## src/rtl/display_mux_ctrl.sv

```systemverilog
// display_mux_ctrl: time-multiplexes two hex digits onto one shared
// seven-segment decoder. A dark gap of BLANK_CYCLES is inserted between
// slots so the decoder can settle on the next digit before it is lit.
// Optional feature macro: LEADING_ZERO_BLANK_EN (suppress disp1 when d1 == 0).
//
// state  | meaning
// -------+-----------------------------------------------
// SHOW0  | digit 0 lit, numOut = d0 (newest value)
// BLANK0 | both dark, numOut = d1 (pre-settle next digit)
// SHOW1  | digit 1 lit, numOut = d1 (previous value)
// BLANK1 | both dark, numOut = d0
module display_mux_ctrl #(
  parameter int HOLD_CYCLES  = 50,
  parameter int BLANK_CYCLES = 2
) (
  input  logic       clk,
  input  logic       reset,
  input  logic       num_valid,
  input  logic [3:0] num,
  output logic [3:0] numOut,
  output logic       disp0,
  output logic       disp1,
  output logic       frame_stb
);

  localparam int MAX_CYCLES = (HOLD_CYCLES > BLANK_CYCLES) ? HOLD_CYCLES : BLANK_CYCLES;
  localparam int CNT_W      = (MAX_CYCLES > 1) ? $clog2(MAX_CYCLES) : 1;
  localparam logic [CNT_W-1:0] HOLD_LAST  = CNT_W'(HOLD_CYCLES - 1);
  localparam logic [CNT_W-1:0] BLANK_LAST = CNT_W'((BLANK_CYCLES > 0) ? BLANK_CYCLES - 1 : 0);

  typedef enum logic [1:0] {SHOW0, BLANK0, SHOW1, BLANK1} state_t;

  state_t           state, state_nxt;
  logic [CNT_W-1:0] cnt, cnt_nxt;
  logic [3:0]       d0, d1, d0_nxt, d1_nxt;
  logic             started;
  logic [3:0]       num_out_nxt;
  logic             disp0_nxt, disp1_nxt, frame_stb_nxt;

  // digit shift register: newest value enters d0, old d0 moves to d1
  always_comb begin
    d0_nxt = d0;
    d1_nxt = d1;
    if (num_valid) begin
      d0_nxt = num;
      d1_nxt = d0;
    end
  end

  // slot sequencing; the first edge after reset release opens a fresh SHOW0
  always_comb begin
    state_nxt = state;
    cnt_nxt   = cnt + 1'b1;
    if (!started) begin
      state_nxt = SHOW0;
      cnt_nxt   = '0;
    end else begin
      case (state)
        SHOW0: if (cnt == HOLD_LAST) begin
          cnt_nxt   = '0;
          state_nxt = (BLANK_CYCLES == 0) ? SHOW1 : BLANK0;
        end
        BLANK0: if (cnt == BLANK_LAST) begin
          cnt_nxt   = '0;
          state_nxt = SHOW1;
        end
        SHOW1: if (cnt == HOLD_LAST) begin
          cnt_nxt   = '0;
          state_nxt = (BLANK_CYCLES == 0) ? SHOW0 : BLANK1;
        end
        BLANK1: if (cnt == BLANK_LAST) begin
          cnt_nxt   = '0;
          state_nxt = SHOW0;
        end
        default: begin
          cnt_nxt   = '0;
          state_nxt = SHOW0;
        end
      endcase
    end
  end

  // output decode from the upcoming state and digits, so outputs are registered
  always_comb begin
    disp0_nxt     = 1'b0;
    disp1_nxt     = 1'b0;
    num_out_nxt   = d0_nxt;
    frame_stb_nxt = (state_nxt == SHOW0) && (cnt_nxt == '0);
    case (state_nxt)
      SHOW0: begin
        disp0_nxt   = 1'b1;
        num_out_nxt = d0_nxt;
      end
      BLANK0: num_out_nxt = d1_nxt;
      SHOW1: begin
`ifdef LEADING_ZERO_BLANK_EN
        disp1_nxt   = (d1_nxt != 4'h0);
`else
        disp1_nxt   = 1'b1;
`endif
        num_out_nxt = d1_nxt;
      end
      BLANK1: num_out_nxt = d0_nxt;
      default: num_out_nxt = d0_nxt;
    endcase
  end

  // state, counter, digit and output registers
  always_ff @(posedge clk or negedge reset) begin
    if (!reset) begin
      state     <= SHOW0;
      cnt       <= '0;
      d0        <= 4'h0;
      d1        <= 4'h0;
      started   <= 1'b0;
      disp0     <= 1'b1;
      disp1     <= 1'b0;
      numOut    <= 4'h0;
      frame_stb <= 1'b0;
    end else begin
      state     <= state_nxt;
      cnt       <= cnt_nxt;
      d0        <= d0_nxt;
      d1        <= d1_nxt;
      started   <= 1'b1;
      disp0     <= disp0_nxt;
      disp1     <= disp1_nxt;
      numOut    <= num_out_nxt;
      frame_stb <= frame_stb_nxt;
    end
  end

endmodule

```

## config.mk

```make
export PLATFORM = sky130hd
export DESIGN_NAME = display_mux_ctrl
export DESIGN_NICKNAME = d
export VERILOG_FILES = /design/src/rtl/display_mux_ctrl.sv
export SDC_FILE = /design/constraint.sdc
export NUM_CORES = 1
export LEC_CHECK = 0
export BUFFER_PORTS_ARGS = -buffer_cell sky130_fd_sc_hd__buf_2
export CORE_MARGIN = 4
export CORE_UTILIZATION = 47
export CTS_BUF_LIST = sky130_fd_sc_hd__clkbuf_4 sky130_fd_sc_hd__clkbuf_8
export DETAILED_ROUTE_END_ITERATION = 16
export MAX_ROUTING_LAYER = met4
export PLACE_DENSITY = 0.66
export SKIP_LAST_GASP = 1
export SYNTH_ARGS = -nofsm -noshare
export SYNTH_HDL_FRONTEND = slang
export SYNTH_SLANG_ARGS = --single-unit
```

## constraint.sdc

```tcl
create_clock -name clk -period 2.3 [get_ports clk]
set_clock_uncertainty 0.1 [all_clocks]
set_input_delay 0.23 -clock clk [delete_from_list [all_inputs] [get_ports clk]]
set_output_delay 0.23 -clock clk [all_outputs]
set_load 0.005 [all_outputs]
```

==> impl_metrics.yaml, run 1 <==
run_status:
  status: "complete, no violations"
logic_synthesis:
  synth-seq-area-share: 0.571
  synth-edff-count: 0
  synth_top_area_frac: 0.546
  synth_warnings: 0
  synth_area_leaders: "dfrtp_1, mux2_2, ha_1"
  ys_ff_latch: 24
  synth_ff_type: "dfrtp_1"
  synthMostInstantiatedCell: "dfrtp_1"
  yosysUniqueCellTypes: 28
  syn_avg_cell_area_um2: 12.7
  async_reset_ff_frac: 1.00
  synth_largest_area_cell: "dfrtp_1"
  synthTopCellsByCount: "dfrtp_1, mux2_2, nand2_1"
  syn-num-nets: 94
  netlist_area_um2: 1050
  synthCells: 83
hold_path:
  hp-class: "input pin to register"
  hp-start: "num[1]"
placement:
  dp_hpwl_mm: 1.26
  dp.cells: 125
  io_buffers: 13
  dp_slack_ns: -0.0161
  place_congestion: 0.794
global_routing:
  grt_antenna_before_repair: 0
  grt_pass1_wl_mm: 3.26
  grt_max_degree: 25
  grt_pass1_vias: 752
  globalRouteOverflowTotal: 0
  grt_usage: 0.141
timing:
  setup_viol: 0
  holdWs_ns: 0.0548
  worst_slack_ns: 0.211
  rsz0062_at_grt: "no"
  hold_viol: 0
  worst_pin_slew_ns: 0.506
  final_max_slew_viol_count: 0
  fmax_mhz: 479
  period_needed_ns: 2.09
  finalCritPeriodShare: 0.908
  slew_headroom: 0.662
clock_tree:
  cts_max_path_buffers: 2
  clk_transition_reported_paths_ns: 0.13
  cts_sinks: 24
  worst_skew_pair.late_latency_ns: 0.31
  htreeDepth: 1
  numCtsBuffers: 3
  tritoncts: "done"
  clockRootBuffer: "clkbuf_4"
  post-cts-setup-buffers: 0
setup_path:
  cp-start-kind: "register"
  critPathBufInv: 1
  cpPeakStageDelay_ns: 0.40
  critical_path_arrival_ns: 2.20
  cp.required_ns: 2.42
  cp_top_family: "simple AND/OR/NAND/NOR gates"
  cp-end-kind: "register"
  crit_chain: "inv_1 > ha_1 > nor3b_4 > nand2_1 > xor2_1 > nand2b_1 > ha_4 > mux2_2"
  timing.rr.start: "cnt[1]"
  cp_max_fo: 4
  crit_start: "cnt[1]"
  slowest_stage: "dfrtp_1"
  path_class: "register to register"
finish:
  final_cell_count_no_fill: 130
  layout-drive-gt1-share: 0.379
  n_antenna_cell: 0
  finalNetCount: 115
  fin_util: 0.613
  nFillCells: 172
  areaGrowthSynthToFinish_pct: 18.9
power_and_ir_drop:
  vdd_drop_max_v: 0.000416
  p_total_mw: 0.858
  total_leakage_power_nw: 0.570
  power_density_nw_per_um2: 685
detailed_routing:
  vias: 659
  drtIter0Drc: 18
  vias_per_cell: 5.07
  remaining_drc_errors: 0
  firstDrtPassIters: 7
  wirelength_mm: 1.75
  wl_per_cell_um: 13.4
  antenna_left: 0
floorplan:
  die_y_um: 55.3
  rows: 16
  core_um2: 2040
  die_area_um2: 3060
  initial_utilization: 0.516
  die_w_um: 55.3
  io-pin-count: 14
run:
  maxCapViolCount: 0
[layout by cell type (no fill, tap or decap)]
| cell | netlist | layout |
|---|---|---|
| a21oi_1 | 2 | 2 |
| a221oi_2 | 1 | 1 |
| a311oi_1 | 1 | 1 |
| and2_1 | 2 | 2 |
| and3b_1 | 1 | 1 |
| buf_2 | 1 | 13 |
| buf_4 | 1 | 5 |
| bufinv_16 | 0 | 1 |
| clkbuf_4 | 0 | 3 |
| conb_1 | 1 | 1 |
| dfrtp_1 | 23 | 23 |
| dfstp_2 | 1 | 1 |
| dlygate4sd3_1 | 0 | 1 |
| ha_1 | 4 | 3 |
| ha_4 | 0 | 1 |
| inv_1 | 4 | 4 |
| mux2_2 | 12 | 12 |
| nand2_1 | 5 | 5 |
| nand2b_1 | 1 | 1 |
| nand3_1 | 3 | 3 |
| nand3_2 | 1 | 1 |
| nand3b_1 | 1 | 1 |
| nor2_1 | 4 | 4 |
| nor2b_1 | 1 | 1 |
| nor3b_1 | 2 | 1 |
| nor3b_4 | 0 | 1 |
| o21ai_0 | 3 | 2 |
| o21ai_1 | 0 | 1 |
| o21ba_1 | 1 | 1 |
| o41ai_1 | 1 | 1 |
| or3_1 | 1 | 1 |
| xnor2_1 | 2 | 2 |
| xor2_1 | 2 | 2 |
[final cells by class]
class,instances,area [µm²],share of cell area
clock inverters,1,30.0,0.0240
repair buffers,19,113,0.0899
well taps,27,33.8,0.0270
inverters,4,15.0,0.0120
flip-flops and latches,24,602,0.481
clock buffers,3,22.5,0.0180
multi-input cells,52,437,0.349
[through the flow]
| step | TNS (ns) | cell area [µm²] |
|---|---|---|
| after floorplan | 0 | 1050 |
| after global placement | 0 | 1170 |
| after detailed placement | -0.0560 | 1170 |
| after CTS | 0 | 1230 |
| after global routing | 0 | 1250 |
| final | 0 | 1250 |
[kinds of logic (layout without fill, tap and decap cells)]
logic type               count (synthesis)  count (layout)  synth area share
AND/OR/NAND/NOR                         22              22             0.115
other                                    1               1           0.00356
AO/OA/AOI/OAI                            9               9            0.0641
flip-flops                              24              24             0.571
buffers and inverters                    7              27            0.0368
XOR/XNOR                                 4               4            0.0333
multiplexers                            12              12             0.128
adder cells (fa/ha/maj)                  4               4            0.0475
[flip-flops by register name, summed over array words and instances, names as in the netlist]
signal / flops
cnt: 6
d0: 4
d1: 4
disp0: 1
disp1: 1
frame_stb: 1
numOut: 4
started: 1
state: 2
[layer usage]
layer	wire length (µm)	vias up	part of all wire	GRT usage
met5	0	-	0	-
met4	12	0	0.0069	0.0868
met3	59	2	0.034	0.0326
met2	850	17	0.49	0.208
met1	824	319	0.47	0.174
li1	-	321	-	-
[power by group]
part	leakage (nW)	switching [mW]	internal [mW]	total, mW
Combinational	0.245	0.0433	0.0493	0.0926
Clock	0.0279	0.125	0.176	0.301
Sequential	0.297	0.0113	0.453	0.464
Total	0.570	0.180	0.678	0.858
[final timing paths]
check / slack, ns / cells past startpoint / end
worst max-delay path: 0.21 / 8 / numOut[3]
worst min-delay path: 0.05 / 2 / d0[1]
worst max register to register: 0.21 / 8 / numOut[3]
worst min register to register: 0.41 / 1 / d1[2]
max in group asynchronous: 1.43 / 2 / disp0
min in group asynchronous: 0.31 / 2 / d0[2]
[timing repair]
action,in CTS,in global routing
resized for setup,1,4
endpoints found under the setup margin,4,4
endpoints found under the hold margin,23,0
pin swaps,0,0
hold buffers,1,0
(Power assumes the default switching activity.)
==> run 2: changes to the inputs <==
--- a/config.mk
+++ b/config.mk
@@ -11,7 +11,7 @@
 export CTS_BUF_LIST = sky130_fd_sc_hd__clkbuf_4 sky130_fd_sc_hd__clkbuf_8
 export DETAILED_ROUTE_END_ITERATION = 16
 export MAX_ROUTING_LAYER = met4
-export PLACE_DENSITY = 0.66
+export PLACE_DENSITY = 0.63
 export SKIP_LAST_GASP = 1
 export SYNTH_ARGS = -nofsm -noshare
 export SYNTH_HDL_FRONTEND = slang
==> constraint.sdc (replaced) <==
create_clock -name clk -period 2.2 [get_ports clk]
set_clock_uncertainty 0.1 [all_clocks]
set_input_delay 0.22 -clock clk [delete_from_list [all_inputs] [get_ports clk]]
set_output_delay 0.22 -clock clk [all_outputs]
set_load 0.005 [all_outputs]
==> run 2 against run 1 <==
Compared with the run above: power rose by 3.7%; setup slack worse by 0.072 ns; register-to-register slack worse by 0.07 ns; clock power grew 3%; critical path depth stayed put; global-route usage is 1.7 points lower; maximum frequency is 1.3% higher; hold slack got worse by 0.013 ns; sequential power rose by 4.5%; flip-flop and latch count did not move; design area grew 0.70%; critical endpoint is now numOut[2]; largest power group unchanged.
==> impl_metrics.yaml, run 2 (synthesized netlist as in run 1, its figures left out) <==
finish:
  areaGrowthSynthToFinish_pct: 19.7
  top_register: "cnt"
  largest_register_ffs: 6
  final_cell_mix: "dfrtp_1, buf_2, mux2_2"
  layout-drive-gt1-share: 0.390
  nFillCells: 175
  multi_input_area_um2: 430
  n_antenna_cell: 0
  finalNetCount: 117
  final_common_cell: "dfrtp_1"
  regArea_um2: 602
setup_path:
  cp-start-kind: "register"
  cp.required_ns: 2.32
  path_class: "register to register"
  reg2regPathDepth: 8
  critical_path_arrival_ns: 2.18
  reg2reg_slack_ns: 0.14
  reg2reg_to: "numOut[2]"
  cp_max_fo: 4
  timing.rr.start: "cnt[1]"
  cp-end-kind: "register"
global_routing:
  grt_usage: 0.124
  grt_pass1_vias: 651
  grt_antenna_before_repair: 0
  grt_pass1_wl_mm: 2.87
  grt_max_degree: 25
  globalRouteOverflowTotal: 0
detailed_routing:
  remaining_drc_errors: 0
  vias_per_cell: 4.95
  antenna_left: 0
  firstDrtPassIters: 4
  wirelength_mm: 1.62
  vias: 653
  wl_per_cell_um: 12.2
  drtIter0Drc: 6
clock_tree:
  htreeDepth: 1
  clk_transition_reported_paths_ns: 0.12
  worst_skew_pair.late_latency_ns: 0.31
  numCtsBuffers: 3
  cts_max_path_buffers: 2
  post-cts-setup-buffers: 0
  cts_sinks: 24
  clockRootBuffer: "clkbuf_4"
  tritoncts: "done"
timing:
  rsz0062_at_grt: "no"
  finalCritPeriodShare: 0.937
  fmax_mhz: 485
  setup_viol: 0
  worst_slack_ns: 0.139
  hold_viol: 0
  slew_headroom: 0.665
  tns_ns: 0
  period_needed_ns: 2.06
  final_max_slew_viol_count: 0
  worst_pin_slew_ns: 0.502
power_and_ir_drop:
  total_leakage_power_nw: 0.580
  comb_power_share: 0.106
  vdd_drop_max_v: 0.000477
  p_switching_mw: 0.183
  internal-power_mw: 0.707
  power_frac_clock: 0.350
  seq_power_share: 0.545
  power_density_nw_per_um2: 706
  switching_share: 0.205
floorplan:
  die_y_um: 55.3
  die_area_um2: 3060
  rows: 16
  die_w_um: 55.3
  core_um2: 2040
  initial_utilization: 0.516
  io-pin-count: 14
hold_path:
  min_to: "d0[3]"
  hp-start: "num[3]"
  hp-class: "input pin to register"
  min_path_cells: 2
run_status:
  status: "complete, no violations"
run:
  maxCapViolCount: 0
placement:
  io_buffers: 13
  dp_slack_ns: -0.0356
  dp_hpwl_mm: 1.20
  place_congestion: 0.819
-- run 2: worst max-delay path: stages (launching register included) --
cell and delay [ns]:
dfrtp_1 0.39, inv_1 0.05, ha_1 0.15, nor3b_2 0.21
nand2_1 0.09, xor2_1 0.15, nand2b_1 0.17, ha_4 0.31
mux2_2 0.33
-- run 2: layout make-up --
| type | instances | share of cell area |
|---|---|---|
| Tap cell | 27 | 0.0268 |
| Sequential cell | 24 | 0.477 |
| Clock inverter | 1 | 0.0238 |
| Clock buffer | 3 | 0.0179 |
| Multi-Input combinational cell | 52 | 0.341 |
| Timing Repair Buffer | 21 | 0.101 |
| Inverter | 4 | 0.0119 |
-- run 2: per-stage QoR --
step,util,total power [mW],area [µm²],hold slack [ns],cells
final,0.618,0.890,1260,0.0414,132
after global routing,0.618,0.941,1260,0.0252,132
after CTS,0.612,0.910,1250,0.0226,132
after global placement,0.578,0.585,1180,0.116,127
after floorplan,-,0.550,1050,-0.176,83
after detailed placement,0.578,0.588,1180,0.122,127
-- run 2: how the worst max path moves through the flow --
stage,startpoint,to,slack [ns]
after floorplan,cnt[1],numOut[0],0.09
after global placement,cnt[1],numOut[1],-0.03
after detailed placement,cnt[1],numOut[0],-0.04
after CTS,cnt[1],numOut[0],0.04
after global routing,cnt[1],numOut[1],0.01
final,cnt[1],numOut[2],0.14
-- run 2: repair_timing --
item	4_1_cts	5_1_grt
hold buffers	1	0
gates resized for setup	1	2
endpoints found under the setup margin	4	4
endpoints found under the hold margin	23	0
-- run 2: power by group through the flow --
| stage | registers (mW) | clock network [mW] | logic [mW] |
|---|---|---|---|
| after global routing | 0.489 | 0.345 | 0.106 |
| after CTS | 0.485 | 0.328 | 0.0965 |
| after global placement | 0.492 | 0 | 0.0925 |
| after floorplan | 0.495 | 0 | 0.0550 |
| final | 0.485 | 0.311 | 0.0940 |
| after detailed placement | 0.494 | 0 | 0.0942 |
-- run 2: per-layer routing --
| layer | up-vias | wire, µm | track usage |
|---|---|---|---|
| met1 | 313 | 801 | 0.164 |
| met4 | 0 | 55 | 0.0938 |
| li1 | 324 | - | - |
| met5 | - | 0 | - |
| met2 | 11 | 703 | 0.166 |
| met3 | 5 | 57 | 0.0256 |
==> run 3: changes to the inputs <==
==> constraint.sdc (replaced) <==
create_clock -name clk -period 2.4 [get_ports clk]
set_clock_uncertainty 0.1 [all_clocks]
set_input_delay 0.24 -clock clk [delete_from_list [all_inputs] [get_ports clk]]
set_output_delay 0.24 -clock clk [all_outputs]
set_load 0.005 [all_outputs]
==> run 3 against run 2 <==
Compared with the run above: combinational power shrank 13%; largest power group unchanged; wire length shrank 3.7%; non-clock buffer count shrank 4; register-to-register slack gained 0.07 ns; final cell count shrank 3.0%; highest routed layer unchanged; sequential share of layout area grew 2.3 points.
==> impl_metrics.yaml, run 3 (synthesized netlist as in run 1, its figures left out) <==
run_status:
  status: "complete, no violations"
finish:
  layout-drive-gt1-share: 0.356
  finalNetCount: 113
  final_cell_mix: "dfrtp_1, buf_2, mux2_2"
  n_antenna_cell: 0
  largest_register_ffs: 6
  top_register: "cnt"
  fin_util: 0.589
  nFillCells: 175
  final_common_cell: "dfrtp_1"
  areaGrowthSynthToFinish_pct: 14.1
clock_tree:
  numCtsBuffers: 3
  clk_transition_reported_paths_ns: 0.12
  cts_max_path_buffers: 2
  worst_skew_pair.late_latency_ns: 0.32
  clockRootBuffer: "clkbuf_4"
  tritoncts: "done"
  cts_sinks: 24
  htreeDepth: 1
setup_path:
  cp_max_fo: 4
  crit_chain: "inv_1 > ha_1 > nor3b_2 > nand2_1 > xor2_1 > nand2b_1 > ha_1 > mux2_2"
  cp_top_family: "adder cells"
  cp-start-kind: "register"
  reg2reg_to: "numOut[3]"
  cpPeakStageDelay_ns: 0.43
  cp-end-kind: "register"
  slowest_stage: "dfrtp_1"
  critical_path_arrival_ns: 2.31
  reg2reg_slack_ns: 0.21
  reg2regPathDepth: 8
  critPathBufInv: 1
  cp.required_ns: 2.51
  path_class: "register to register"
  timing.rr.start: "cnt[1]"
  crit_top_cell: "ha_1"
global_routing:
  grtUsageMet3: 0.0326
  grt_antenna_before_repair: 0
  use_met2: 0.176
  grt-busiest-layer: "met2"
  globalRouteOverflowTotal: 0
  use_met1: 0.170
  grt_pass1_wl_mm: 3.02
  grt_pass1_vias: 681
  grt_usage: 0.132
  grt_max_degree: 25
power_and_ir_drop:
  internal-power_mw: 0.570
  vdd_drop_max_v: 0.000586
  comb_power_share: 0.111
  power_density_nw_per_um2: 612
  seq_power_share: 0.605
  total_leakage_power_nw: 0.552
  switching_share: 0.225
  p_switching_mw: 0.166
  power_frac_clock: 0.284
timing:
  final_max_slew_viol_count: 0
  hold_viol: 0
  worst_pin_slew_ns: 0.501
  fmax_mhz: 456
  slew_headroom: 0.666
  rsz0062_at_grt: "no"
  setup_viol: 0
  tns_ns: 0
  period_needed_ns: 2.19
  finalCritPeriodShare: 0.914
detailed_routing:
  vias_per_cell: 4.94
  remaining_drc_errors: 0
  vias: 632
  wl_per_cell_um: 12.2
  firstDrtPassIters: 4
  antenna_left: 0
  drtIter0Drc: 8
  wirelength_mm: 1.56
hold_path:
  min_path_cells: 2
  hp-class: "input pin to register"
  hp-start: "num[2]"
  min_to: "d0[2]"
placement:
  io_buffers: 13
  dp_hpwl_mm: 1.17
  place_congestion: 0.697
floorplan:
  rows: 16
  core_um2: 2040
  die_area_um2: 3060
  die_w_um: 55.3
  die_y_um: 55.3
  initial_utilization: 0.516
  io-pin-count: 14
run:
  maxCapViolCount: 0
## run 3: changes by cell type in the layout (fill, tap and decap cells not counted), sizes merged
cell,before,now
clkbuf,3,4
bufinv,1,0
buf,20,16
## run 3: through the flow
step	hold WS (ns)	instance area, µm²	setup WS (ns)	std cells	power (mW)
finish	0.0625	1200	0.206	128	0.736
detailed placement	0.141	1150	0.0470	123	0.536
CTS	0.0517	1200	0.0170	128	0.749
global placement	0.132	1150	0.172	123	0.533
floorplan	-0.156	1050	0.295	83	0.504
global route	0.0466	1200	0.00817	128	0.787
## run 3: worst max-delay path by stage
stage               startpoint         to  slack [ns]  cells past startpoint
floorplan               cnt[1]  numOut[0]        0.29                      8
global placement        cnt[1]  numOut[1]        0.17                      8
detailed placement      cnt[1]  numOut[3]        0.05                      8
CTS                     cnt[1]  numOut[3]        0.02                      8
global route            cnt[1]  numOut[1]       0.008                      8
finish                  cnt[1]  numOut[3]        0.21                      8
## run 3: power by group through the flow
stage / Sequential (mW) / Clock [mW] / Combinational [mW]
3_5_place_dp: 0.453 / 0 / 0.0824
3_3_place_gp: 0.452 / 0 / 0.0807
2_1_floorplan: 0.453 / 0 / 0.0504
4_1_cts: 0.445 / 0.220 / 0.0837
6_report: 0.445 / 0.209 / 0.0818
5_1_grt: 0.449 / 0.243 / 0.0945
## run 3: worst register-to-register path: cells and delay by family, from the launching register on
kind | cells | cell delay, ns
simple gates | 3 | 0.46
xor+xnor | 1 | 0.16
buf+inv | 1 | 0.07
flops | 1 | 0.43
mux | 1 | 0.35
fa+ha+maj | 2 | 0.53
## run 3: metal layers
layer | vias to the layer above | part of all wire
met5 | - | 0
met4 | 0 | 0.040
met3 | 5 | 0.037
met2 | 11 | 0.41
met1 | 296 | 0.51
li1 | 320 | -
## run 3: what timing repair did
item / 4_1_cts / 5_1_grt
setup buffers: 0 / 0
gates resized for setup: 0 / 2
endpoints found under the setup margin: 0 / 4
hold endpoints to repair: 23 / 0
hold buffers: 1 / 0
## run 3: layout make-up
class                   count  area (µm²)  share of cell area
clock buffers               4        36.3              0.0302
inverters                   4        15.0              0.0125
multi-input cells          52         418               0.348
flip-flops and latches     24         602               0.501
well taps                  27        33.8              0.0281
repair buffers             17        97.6              0.0812
